$ cat config.mk
export PLATFORM = sky130hd
export DESIGN_NAME = food_scheduler
export DESIGN_NICKNAME = d
export VERILOG_FILES = /design/src/rtl/food_pkg.sv /design/src/rtl/food_slot_search.sv /design/src/rtl/food_scheduler.sv
export SDC_FILE = /design/constraint.sdc
export NUM_CORES = 1
export LEC_CHECK = 0
export ABC_CLOCK_PERIOD_IN_PS = 4110
export CAP_MARGIN = 20
export CORE_MARGIN = 2
export CORE_UTILIZATION = 40
export DETAILED_ROUTE_END_ITERATION = 6
export PLACE_DENSITY_LB_ADDON = 0.12
export SYNTH_ARGS = -nofsm -noshare
export SYNTH_HDL_FRONTEND = slang
export SYNTH_HIERARCHICAL = 1
export SYNTH_SLANG_ARGS = --single-unit
$ cat constraint.sdc
create_clock -name clk -period 4.11 [get_ports clk]
set_input_delay 0.822 -clock clk [delete_from_list [all_inputs] [get_ports clk]]
set_output_delay 0.822 -clock clk [all_outputs]
set_load 0.05 [all_outputs]
$ cat src/rtl/food_pkg.sv
// rtl/food_pkg.sv - shared table constants, scheduler states and per-level placement masks
package food_pkg;
  localparam int POS_W       = 5;
  localparam int TABLE_DEPTH = 32;

  typedef enum logic [1:0] {IDLE, LOAD, RUN, CLEAR} state_t;

  // Every non-full level keeps bit 16 so at least one food can always be placed.
  function automatic logic [TABLE_DEPTH-1:0] LEVEL_MASK(input logic [3:0] level);
    case (level)
      4'd1:    return 32'hFFFF_FFFF;
      4'd2:    return 32'h5555_5555;
      4'd3:    return 32'h0F0F_0F0F;
      4'd4:    return 32'h00FF_FF00;
      4'd5:    return 32'h1111_1111;
      4'd6:    return 32'h8001_0001;
      4'd7:    return 32'hAAAB_0000;
      4'd8:    return 32'h0007_0000;
      4'd9:    return 32'h3333_3333;
      default: return 32'h0001_0000;
    endcase
  endfunction
endpackage

$ cat src/rtl/food_slot_search.sv
// rtl/food_slot_search.sv - one-candidate-per-cycle placement search; FOOD_RESPAWN_RAND_EN seeds each search from an LFSR
module food_slot_search
  import food_pkg::*;
#(
  parameter int STRIDE = 3
) (
  input  logic                   clk,
  input  logic                   reset,
  input  logic                   restart,
  input  logic                   start,
  input  logic [TABLE_DEPTH-1:0] mask,
  input  logic [TABLE_DEPTH-1:0] occupied,
  output logic                   done,
  output logic                   found,
  output logic [POS_W-1:0]       pos
);
  logic             run;
  logic [5:0]       count;
  logic [POS_W-1:0] ptr;
  logic [POS_W-1:0] start_ptr;

  assign pos   = ptr;
  assign found = run && mask[ptr] && !occupied[ptr];
  assign done  = found || (run && count == 6'd31);

`ifdef FOOD_RESPAWN_RAND_EN
  logic [4:0] lfsr;
  always_ff @(posedge clk) begin
    if (reset) lfsr <= 5'h01;
    else       lfsr <= {lfsr[3:0], lfsr[4] ^ lfsr[2]};
  end
  assign start_ptr = lfsr;
`else
  assign start_ptr = ptr;
`endif

  always_ff @(posedge clk) begin
    if (reset || restart) begin
      run   <= 1'b0;
      count <= '0;
      ptr   <= '0;
    end else if (start) begin
      run   <= 1'b1;
      count <= '0;
      ptr   <= start_ptr;
    end else if (run) begin
      ptr   <= ptr + POS_W'(STRIDE);
      count <= count + 6'd1;
      if (done) run <= 1'b0;
    end
  end
endmodule

$ cat src/rtl/food_scheduler.sv
// rtl/food_scheduler.sv - food slot placement, eat arbitration, respawn timers and level clear; FOOD_RESPAWN_RAND_EN selects random search start
module food_scheduler
  import food_pkg::*;
#(
  parameter int N_SLOTS         = 4,
  parameter int FOODS_PER_LEVEL = 8,
  parameter int RESPAWN_FRAMES  = 30,
  parameter int STRIDE          = 3
) (
  input  logic                     clk,
  input  logic                     reset,
  input  logic                     level_start,
  input  logic [3:0]               level,
  input  logic                     frame_tick,
  input  logic [N_SLOTS-1:0]       eat_req,
  output logic [N_SLOTS-1:0]       slot_active,
  output logic [N_SLOTS*POS_W-1:0] slot_pos,
  output logic [N_SLOTS-1:0]       eat_ack,
  output logic                     score_pulse,
  output logic [7:0]               foods_left,
  output logic                     level_clear,
  output logic                     busy
);
  localparam int IDX_W = (N_SLOTS > 1) ? $clog2(N_SLOTS) : 1;
  localparam int TMR_W = $clog2(RESPAWN_FRAMES + 1);
  localparam logic [7:0] FOODS = 8'(FOODS_PER_LEVEL);
  localparam logic [N_SLOTS-1:0] ONE = 1;

  state_t                 state;
  logic [TABLE_DEPTH-1:0] mask, occupied;
  logic [7:0]             spawned;
  logic [N_SLOTS-1:0]     pending, respawn_req, req_now, grant, expire, dispatch, act_set;
  logic [TMR_W-1:0]       timer [N_SLOTS];
  logic [IDX_W:0]         load_idx;
  logic [IDX_W-1:0]       tgt, rsp_idx;
  logic                   engaged, launch, restart, srch_restart, srch_done, srch_found, can_spawn;
  logic [POS_W-1:0]       srch_pos;

  assign can_spawn    = spawned < FOODS;
  assign restart      = level_start && (state == IDLE || state == RUN);
  assign srch_restart = restart || state == CLEAR;
  assign busy         = (state == LOAD) || engaged || (state == RUN && |respawn_req);

  always_comb begin
    occupied = '0;
    for (int i = 0; i < N_SLOTS; i++)
      if (slot_active[i]) occupied[slot_pos[i*POS_W +: POS_W]] = 1'b1;
    req_now = (state == RUN) ? (pending | (eat_req & slot_active)) : '0;
    grant   = req_now & (~req_now + ONE);
    rsp_idx = '0;
    for (int i = N_SLOTS - 1; i >= 0; i--)
      if (respawn_req[i]) rsp_idx = IDX_W'(i);
    dispatch = (state == RUN && !engaged) ? (respawn_req & (~respawn_req + ONE)) : '0;
    act_set  = '0;
    if (engaged && srch_done && srch_found) act_set[tgt] = 1'b1;
    for (int i = 0; i < N_SLOTS; i++)
      expire[i] = frame_tick && state == RUN && timer[i] == TMR_W'(1);
  end

  food_slot_search #(.STRIDE(STRIDE)) u_search (
    .clk      (clk),
    .reset    (reset),
    .restart  (srch_restart),
    .start    (launch),
    .mask     (mask),
    .occupied (occupied),
    .done     (srch_done),
    .found    (srch_found),
    .pos      (srch_pos)
  );

  always_ff @(posedge clk) begin
    if (reset) begin
      state       <= IDLE;
      mask        <= '0;
      spawned     <= '0;
      pending     <= '0;
      respawn_req <= '0;
      load_idx    <= '0;
      tgt         <= '0;
      engaged     <= 1'b0;
      launch      <= 1'b0;
      slot_active <= '0;
      slot_pos    <= '0;
      eat_ack     <= '0;
      score_pulse <= 1'b0;
      foods_left  <= '0;
      level_clear <= 1'b0;
      for (int i = 0; i < N_SLOTS; i++) timer[i] <= '0;
    end else begin
      launch      <= 1'b0;
      eat_ack     <= '0;
      score_pulse <= 1'b0;
      level_clear <= 1'b0;
      if (restart) begin
        state       <= LOAD;
        mask        <= LEVEL_MASK(level);
        spawned     <= '0;
        foods_left  <= FOODS;
        slot_active <= '0;
        slot_pos    <= '0;
        pending     <= '0;
        respawn_req <= '0;
        load_idx    <= '0;
        engaged     <= 1'b0;
        for (int i = 0; i < N_SLOTS; i++) timer[i] <= '0;
      end else begin
        slot_active <= (slot_active | act_set) & ~grant;
        if (engaged && srch_done) begin
          engaged <= 1'b0;
          if (srch_found) begin
            slot_pos[int'(tgt)*POS_W +: POS_W] <= srch_pos;
            spawned <= spawned + 8'd1;
          end
        end
        case (state)
          IDLE: ;
          LOAD: if (!engaged) begin
            if (load_idx < (IDX_W+1)'(N_SLOTS) && can_spawn) begin
              launch   <= 1'b1;
              engaged  <= 1'b1;
              tgt      <= load_idx[IDX_W-1:0];
              load_idx <= load_idx + 1'b1;
            end else begin
              state <= RUN;
            end
          end
          RUN: begin
            pending     <= req_now & ~grant;
            respawn_req <= (respawn_req & ~dispatch) | expire;
            if (|dispatch && can_spawn) begin
              launch  <= 1'b1;
              engaged <= 1'b1;
              tgt     <= rsp_idx;
            end
            if (|grant) begin
              eat_ack     <= grant;
              score_pulse <= 1'b1;
              if (foods_left != 8'd0) foods_left <= foods_left - 8'd1;
              if (foods_left == 8'd1) begin
                state       <= CLEAR;
                level_clear <= 1'b1;
              end
            end
            // A freshly loaded timer takes precedence over a coincident frame tick.
            for (int i = 0; i < N_SLOTS; i++) begin
              if (grant[i] && can_spawn)
                timer[i] <= TMR_W'(RESPAWN_FRAMES);
              else if (frame_tick && timer[i] != '0)
                timer[i] <= timer[i] - TMR_W'(1);
            end
          end
          CLEAR: begin
            slot_active <= '0;
            pending     <= '0;
            respawn_req <= '0;
            engaged     <= 1'b0;
            for (int i = 0; i < N_SLOTS; i++) timer[i] <= '0;
            state <= IDLE;
          end
          default: state <= IDLE;
        endcase
      end
    end
  end
endmodule

# After elaboration in Yosys (flattened, before gate mapping)

Memory sizes are Yosys's and may differ from the RTL's. A register that Yosys moved wholly into a read port is not among the register bits.
Cells that the tools add are included.

Add/subtract/negate cells: 12
Multipliers: 1
$lt $le $gt $ge: 13
Eq/ne operators: 19
Shifts and indexed selects: 2
Muxes and demuxes: 125
Bitwise logic cells: 37
Reductions and logical operators: 65

Operator list:

| cell                                                                                | number |
|---|---|
| 32-bit two-way mux                                                                  | 4 |
| 32-bit bitwise OR                                                                   | 3 |
| 5-bit two-way mux                                                                   | 16 |
| 1-bit two-way mux                                                                   | 73 |
| 5-bit negation with 33-bit output                                                   | 1 |
| 5-bit by 33-bit variable shift with 20-bit output, first input constant             | 1 |
| 5-bit by 33-bit indexed part select with 20-bit output                              | 1 |
| 5-bit by 6-bit < comparator with 1-bit output, second input constant                | 5 |
| 1-bit logical AND                                                                   | 28 |
| 4-bit two-way mux                                                                   | 7 |
| 4-bit bitwise AND                                                                   | 6 |
| 2-bit two-way mux                                                                   | 11 |
| 20-bit bitwise mux                                                                  | 1 |
| 1-bit demux with 5-bit select                                                       | 4 |
| 5-bit by 1-bit == test with 1-bit output, second input constant                     | 4 |
| 5-bit by 1-bit greater-or-equal comparator with 1-bit output, second input constant | 4 |
| 5-bit nonzero test                                                                  | 4 |
| 5-bit by 1-bit subtractor with 5-bit output, second input constant                  | 4 |
| 4-bit inverter                                                                      | 4 |
| 1-bit bitwise OR                                                                    | 16 |
| 4-bit case mux with 2 select lines                                                  | 2 |
| 4-bit OR reduction                                                                  | 4 |
| 5-bit AND reduction                                                                 | 3 |
| 4-bit bitwise OR                                                                    | 3 |
| 37 further kinds                                                                    | 65 |

Flip-flop bits (word level): 107
RAM bits: 20
Bits in read-only memories: 496
Bits of input ports: 12
Output and inout port bits: 39
Memories kept: 2

Memory list:

| name             | words | width | rd ports | clocked after memory_dff | write ports | RTL line             | text |
|---|---|---|---|---|---|---|---|
| (name not given) | 16    | 31    | 1        | 1                        | 0           | food_pkg.sv:10       | `case (level)` |
| timer            | 4     | 5     | 4        | 0                        | 4           | food_scheduler.sv:33 | `logic [TMR_W-1:0] timer [N_SLOTS];` |

# Depth between registers and ports, before layout

Depth after elaboration: 21
Gate-level depth with buffers: 18
Mapped depth without buffers: 16

# By module

The synthesis kept the hierarchy.

By module, submodules not included:

| module           | instances | cells an instance | area each (µm²) |
|---|---|---|---|
| food_scheduler   | 1         | 773               | 6,288.5 |
| food_slot_search | 1         | 133               | 1,041.0 |

# Least setup slack after synthesis

OpenSTA, ideal clock, no wires.

Path type: flip-flop to flip-flop
Start: register slot_active[1]
End: register spawned[4]
Data arrival time: 3,498 ps
Data required time: 3,982 ps
Path slack: 484 ps
Stages on the path, launching flop included: 18
Clock period less this slack: 3,626 ps
Cells stage by stage: dfxtp_1 > clkbuf_1 > or3b_2 > clkbuf_1 > o22ai_1 > a221o_1 > nand2b_1 > o21ai_1 > o21ai_0 > o221ai_2 > o22a_4 > or2_1 > and3_1 > clkbuf_1 > clkbuf_1 > nand4_1 > xor2_1 > nor2_1

Word-level cells in the longest chain between the ends: 12

RTL lines:

| item                                          | RTL line               | text |
|---|---|---|
| from (decl)                                   | food_scheduler.sv:16   | `output logic [N_SLOTS-1:0] slot_active,` |
| from (signal assigned)                        | food_scheduler.sv:108  | `slot_active <= (slot_active \| act_set) & ~grant;` |
| 32-bit two-way mux (*)                        | food_scheduler.sv:47   | `if (slot_active[i]) occupied[slot_pos[i*POS_W +: POS_W]] = 1'b1;` |
| 32-bit bitwise OR (no source line)            | n/a                    |  |
| 32-bit two-way mux (*)                        | food_scheduler.sv:47   |  |
| 32-bit bitwise OR (no source line)            | n/a                    |  |
| 32-bit two-way mux (*)                        | food_scheduler.sv:47   |  |
| via occupied[12]                              | food_scheduler.sv:30   | `logic [TABLE_DEPTH-1:0] mask, occupied;` |
| 1-bit binary-select mux with 5-bit select (*) | food_slot_search.sv:23 | `assign found = run && mask[ptr] && !occupied[ptr];` |
| 1-bit two-way mux (not written as such) (*)   | food_slot_search.sv:23 |  |
| 1-bit logical NOT (*)                         | food_slot_search.sv:23 |  |
| 1-bit logical AND (*)                         | food_slot_search.sv:23 |  |
| via srch_found                                | food_scheduler.sv:36   | `logic engaged, launch, restart, srch_restart, srch_done, srch_found, can_spawn;` |
| 1-bit logical OR (*)                          | food_slot_search.sv:24 | `assign done = found \|\| (run && count == 6'd31);` |
| via srch_done                                 | food_scheduler.sv:36   |  |
| 1-bit logical AND (*)                         | food_scheduler.sv:109  | `if (engaged && srch_done) begin` |
| 2-bit AND reduction (no source line) (*)      | n/a                    |  |
| to (signal assigned)                          | food_scheduler.sv:113  | `spawned <= spawned + 8'd1;` |
| to (decl)                                     | food_scheduler.sv:31   | `logic [7:0] spawned;` |

Mark *: on every way through the listed nets, which the timed path passes. The rest lies on a longest branch. The select of a mux whose other input is x is not followed.
A chain may end at the register's enable or synchronous reset.

# Worst setup path after layout

Start: register slot_active[0]
End: register slot_pos[15]

Word-level cells in the longest chain between the ends: 14

RTL lines:

| item                                          | RTL line               | text |
|---|---|---|
| 32-bit two-way mux (*)                        | food_scheduler.sv:47   |  |
| 32-bit bitwise OR (no source line)            | n/a                    |  |
| 32-bit two-way mux (*)                        | food_scheduler.sv:47   |  |
| 32-bit bitwise OR (no source line)            | n/a                    |  |
| 32-bit two-way mux (*)                        | food_scheduler.sv:47   |  |
| 32-bit bitwise OR (no source line)            | n/a                    |  |
| 32-bit two-way mux (*)                        | food_scheduler.sv:47   |  |
| via occupied[17]                              | food_scheduler.sv:30   |  |
| 1-bit binary-select mux with 5-bit select (*) | food_slot_search.sv:23 |  |
| 1-bit two-way mux (not written as such) (*)   | food_slot_search.sv:23 |  |
| 1-bit logical NOT (*)                         | food_slot_search.sv:23 |  |
| 1-bit logical AND (*)                         | food_slot_search.sv:23 |  |
| via srch_found                                | food_scheduler.sv:36   |  |
| 1-bit logical OR (*)                          | food_slot_search.sv:24 |  |
| via srch_done                                 | food_scheduler.sv:36   |  |
| 1-bit logical AND (*)                         | food_scheduler.sv:109  |  |
| 2-bit AND reduction (no source line) (*)      | n/a                    |  |
| to (signal, indexed assignment)               | food_scheduler.sv:112  | `slot_pos[int'(tgt)*POS_W +: POS_W] <= srch_pos;` |
| to (decl)                                     | food_scheduler.sv:17   | `output logic [N_SLOTS*POS_W-1:0] slot_pos,` |

Marks and branches as above.

==> results.md <==
* Run status: completed
* Hold Slack at 0.452 ns
* WP data arrival at about 4 ns
* DR pass1 iterations at 5
* CORE AREA at 0.0180 mm²
* CTS Sinks at 121
* Die H at 139 µm
* Period utilisation layout at between 90% and 100%
* Min Tclk post-route at ~3.7 ns
* Peak VDD IR at ~0.4 mV
* Gr ovfl total at 0
* WL/cell at ~18 µm
* Combinational share of power at a little over a fifth
* PD cells at between 400 and 500 mW/mm²
* Sequential share of power at between 30 and 40%
* I/O pins at 51
* Layout filler cell count at 1741
* Antenna violations before repair at 0
* Die W at about 140 µm
* Clk_skew at 0.0115 ns
* Clk pwr share at about two fifths
* Via count at 6851
* #FFs+latches synth at between 100 and 150
* Setup violations, final at 0
* DR vias/cell at 5.80
* Worst path required time at 4.39 ns
* Drc violations at 0
* Area Growth Syn to Fin at 17.5%
* Pins Over Slew Limit at 0
* Vias in the first global route at 6562
* RePlAce Congestion at 0.998
* Leakage at 0.00304 µW
* CP Launch Type: flip-flop
* Final std cells w/o fill at 1182
* Skew-Pair Late Insertion Delay at 0.41 ns
* Mapped Nets at 951
* Worst Hold Class: reg2reg
* Layout Nets at around 990
* Worst slew pin tran at 0.791 ns
* Met2 wire len at 10500 µm
* H-tree depth at 4
* # hold bufs at CTS at 0
* First-pass GRT wire length at 34900 µm
* Setup TNS at 0 ns
* Synth Warn # at 37
* Count of input and output buffers at 50
* Max-slew headroom at 46.8%
* CP Cell Sequence: nand2_1 -> nor2_1 -> a22oi_1 -> o221ai_1 -> nor2b_1 -> mux4_2 -> mux2i_1 -> nor4_1 -> o22a_4 -> or2_1 -> and3_1 -> buf_4 -> and2_1 -> nand3_1 -> a21oi_1
* Post-DRT Antenna Nets at 0
* CP Class: reg2reg
* Synth Flop Type: dfxtp_1
* CTS buffer count at 17
* CTS root buf: clkbuf_16
* Clk slew on worst S/H paths at 0.06 ns
* Rows at 49
* Synth Cell Area at 0.00733 mm²
* NetSw at ~1100 µW
* Post-synth EDFFs at 15
* Net Sw Frac at 31.1%
* TritonCTS clock tree: built
* Fin util at 47.9%
* Share of flip-flops with an asynchronous set or reset at 0%
* Design internal power at around 2500 µW
* Flop2flop setup slack at 0.39 ns
* Share of post-route cells with drive strength above 1 at 7.45%
* Post-Route WL at 21700 µm
* Post-DP HPWL at approximately 16000 µm
* First DRT Iteration DRCs at 502
* Routed wl met3 at 1050 µm
* Max cap viols at 0
* Die ar. at 0.0194 mm²
* WP buf/inv at 1
* Slowest cell on crit path: dfxtp_1
* Clock Path Buffers at 2
* Initial Utilization at 40.8%
* CP max FO at 13
* Pwr Total at roughly 3700 µW
* Endpoints failing hold at 0
* Post-synthesis average cell area at 8.09 µm²
* Register area share after synthesis at 35.1%
* Cells after DPL at 1150
* Setup bufs post-CTS at 0
* Synth cell types at 76
* Largest net degree at the start of global routing at 31
* Max Clk Rate at between 200 and 300 MHz
* Top Family by Delay on Critical Path: simple AND/OR/NAND/NOR gates
* Antenna cells at 0
* Crit end category: flip-flop
* Top layer in use: met4
* Gr usage total at 22.3%
* Synthesized instance count at 906
* RSZ-0062 raised after global routing: false
* PostCTS Resize Cnt at 0
* Crit-path max cell delay at ~0.63 ns
* Met1 WL at approximately 9700 µm
[tightest hold or removal path: cells and delay by family, from the launching register on]
kind | cells | cell delay, ns
DFF | 1 | 0.31
and+or+nand+nor | 2 | 0.09
[state kept, by name (all words and copies together) (netlist names), 3 cells and up]
name	cells
eat_ack	4
foods_left	8
load_idx	3
mask	27
pending	3
respawn_req	4
slot_active	4
slot_pos	20
spawned	8
timer	20
u_search/count	6
u_search/pos	5
[final timing paths]
| path | from | endpoint | cells past startpoint |
|---|---|---|---|
| max | slot_active[0]$_SDFF_PP0_ | slot_pos[15]$_SDFFE_PP0P_ | 15 |
| min reg2reg | mask[23]$_SDFFE_PP0P_ | mask[23]$_SDFFE_PP0P_ | 2 |
| max reg2reg | slot_active[0]$_SDFF_PP0_ | slot_pos[15]$_SDFFE_PP0P_ | 15 |
| min | mask[23]$_SDFFE_PP0P_ | mask[23]$_SDFFE_PP0P_ | 2 |
[synth_stat cells (4+ instances only)]
cell,count,area share [%]
o21ai_0,29,2.0
and2_1,6,0.51
o221ai_1,23,2.7
a22oi_1,8,0.82
or2_2,5,0.43
buf_4,4,0.41
o22ai_1,9,0.77
buf_1,6,0.31
a21oi_1,70,4.8
edfxtp_1,15,6.1
xor2_1,15,1.8
nand2_1,101,5.2
nor3_1,23,1.6
nor4_1,5,0.43
a221o_1,10,1.4
clkbuf_1,38,1.9
dfxtp_1,106,29
nor2_1,88,4.5
a211oi_1,9,0.92
o32ai_1,7,0.84
nor2b_1,10,0.85
o21a_1,7,0.72
ha_1,33,5.6
and3_1,10,0.85
nand2b_1,13,1.1
nand3_1,45,3.1
a21o_1,6,0.61
nand3b_1,22,2.3
or3_1,14,1.2
xnor2_1,14,1.7
or3b_2,5,0.60
inv_1,36,1.8
a31oi_1,6,0.51
nor3b_1,20,2.0
o211ai_1,9,0.92
nand4_1,13,1.1
mux2i_1,12,1.6
[placed cells by master, fill, tap and decap left out, types with 17 or more instances in the layout]
cell type,Yosys,layout
ha_1,33,33
o21ai_0,29,28
nand3b_1,22,22
nor3_1,23,23
nor2_1,88,88
nand3_1,45,45
nor3b_1,20,20
buf_4,4,20
a21oi_1,70,70
nand2_1,101,101
clkdlybuf4s50_1,0,50
clkbuf_16,0,17
dfxtp_1,106,106
o221ai_1,23,23
inv_1,36,36
[metrics by stage]
step	instance area [µm²]	setup slack (ns)
after detailed placement	8030	0.451
after floorplan	7330	0.484
after global placement	8030	0.544
after global routing	8610	0.0421
final	8610	0.387
after CTS	8610	0.427
[routing by layer]
metal / global-route usage (%) / up-vias
met5: 0 / -
met4: 8.03 / 0
met3: 4.51 / 31
met2: 37.0 / 227
met1: 28.9 / 3232
li1: - / 3361
[kinds of logic (layout without fill, tap and decap cells)]
logic type | after synthesis | in the layout | synth area share [%]
xor+xnor | 29 | 29 | 3.47
fa+ha+maj | 33 | 33 | 5.63
mux | 14 | 14 | 2.10
simple gates | 395 | 395 | 27.6
compound gates | 221 | 221 | 20.9
buf+inv | 93 | 140 | 5.27
flops | 121 | 121 | 35.1
[cell type report]
type | instances | area, µm² | area share (%)
Clock inverter | 12 | 149 | 1.73
Sequential cell | 121 | 2570 | 29.9
Multi-Input combinational cell | 692 | 4370 | 50.8
Clock buffer | 20 | 437 | 5.07
Timing Repair Buffer | 70 | 651 | 7.55
Tap cell | 229 | 287 | 3.33
Inverter | 38 | 144 | 1.67
[power groups by stage]
| stage | clock network, µW | registers [µW] | logic [µW] |
|---|---|---|---|
| floorplan | 0 | 1400 | 580 |
| global placement | 0 | 1430 | 782 |
| detailed placement | 0 | 1430 | 780 |
| CTS | 1550 | 1400 | 785 |
| global route | 1590 | 1420 | 880 |
| finish | 1510 | 1400 | 783 |
Power figures use the tool's default switching activity.
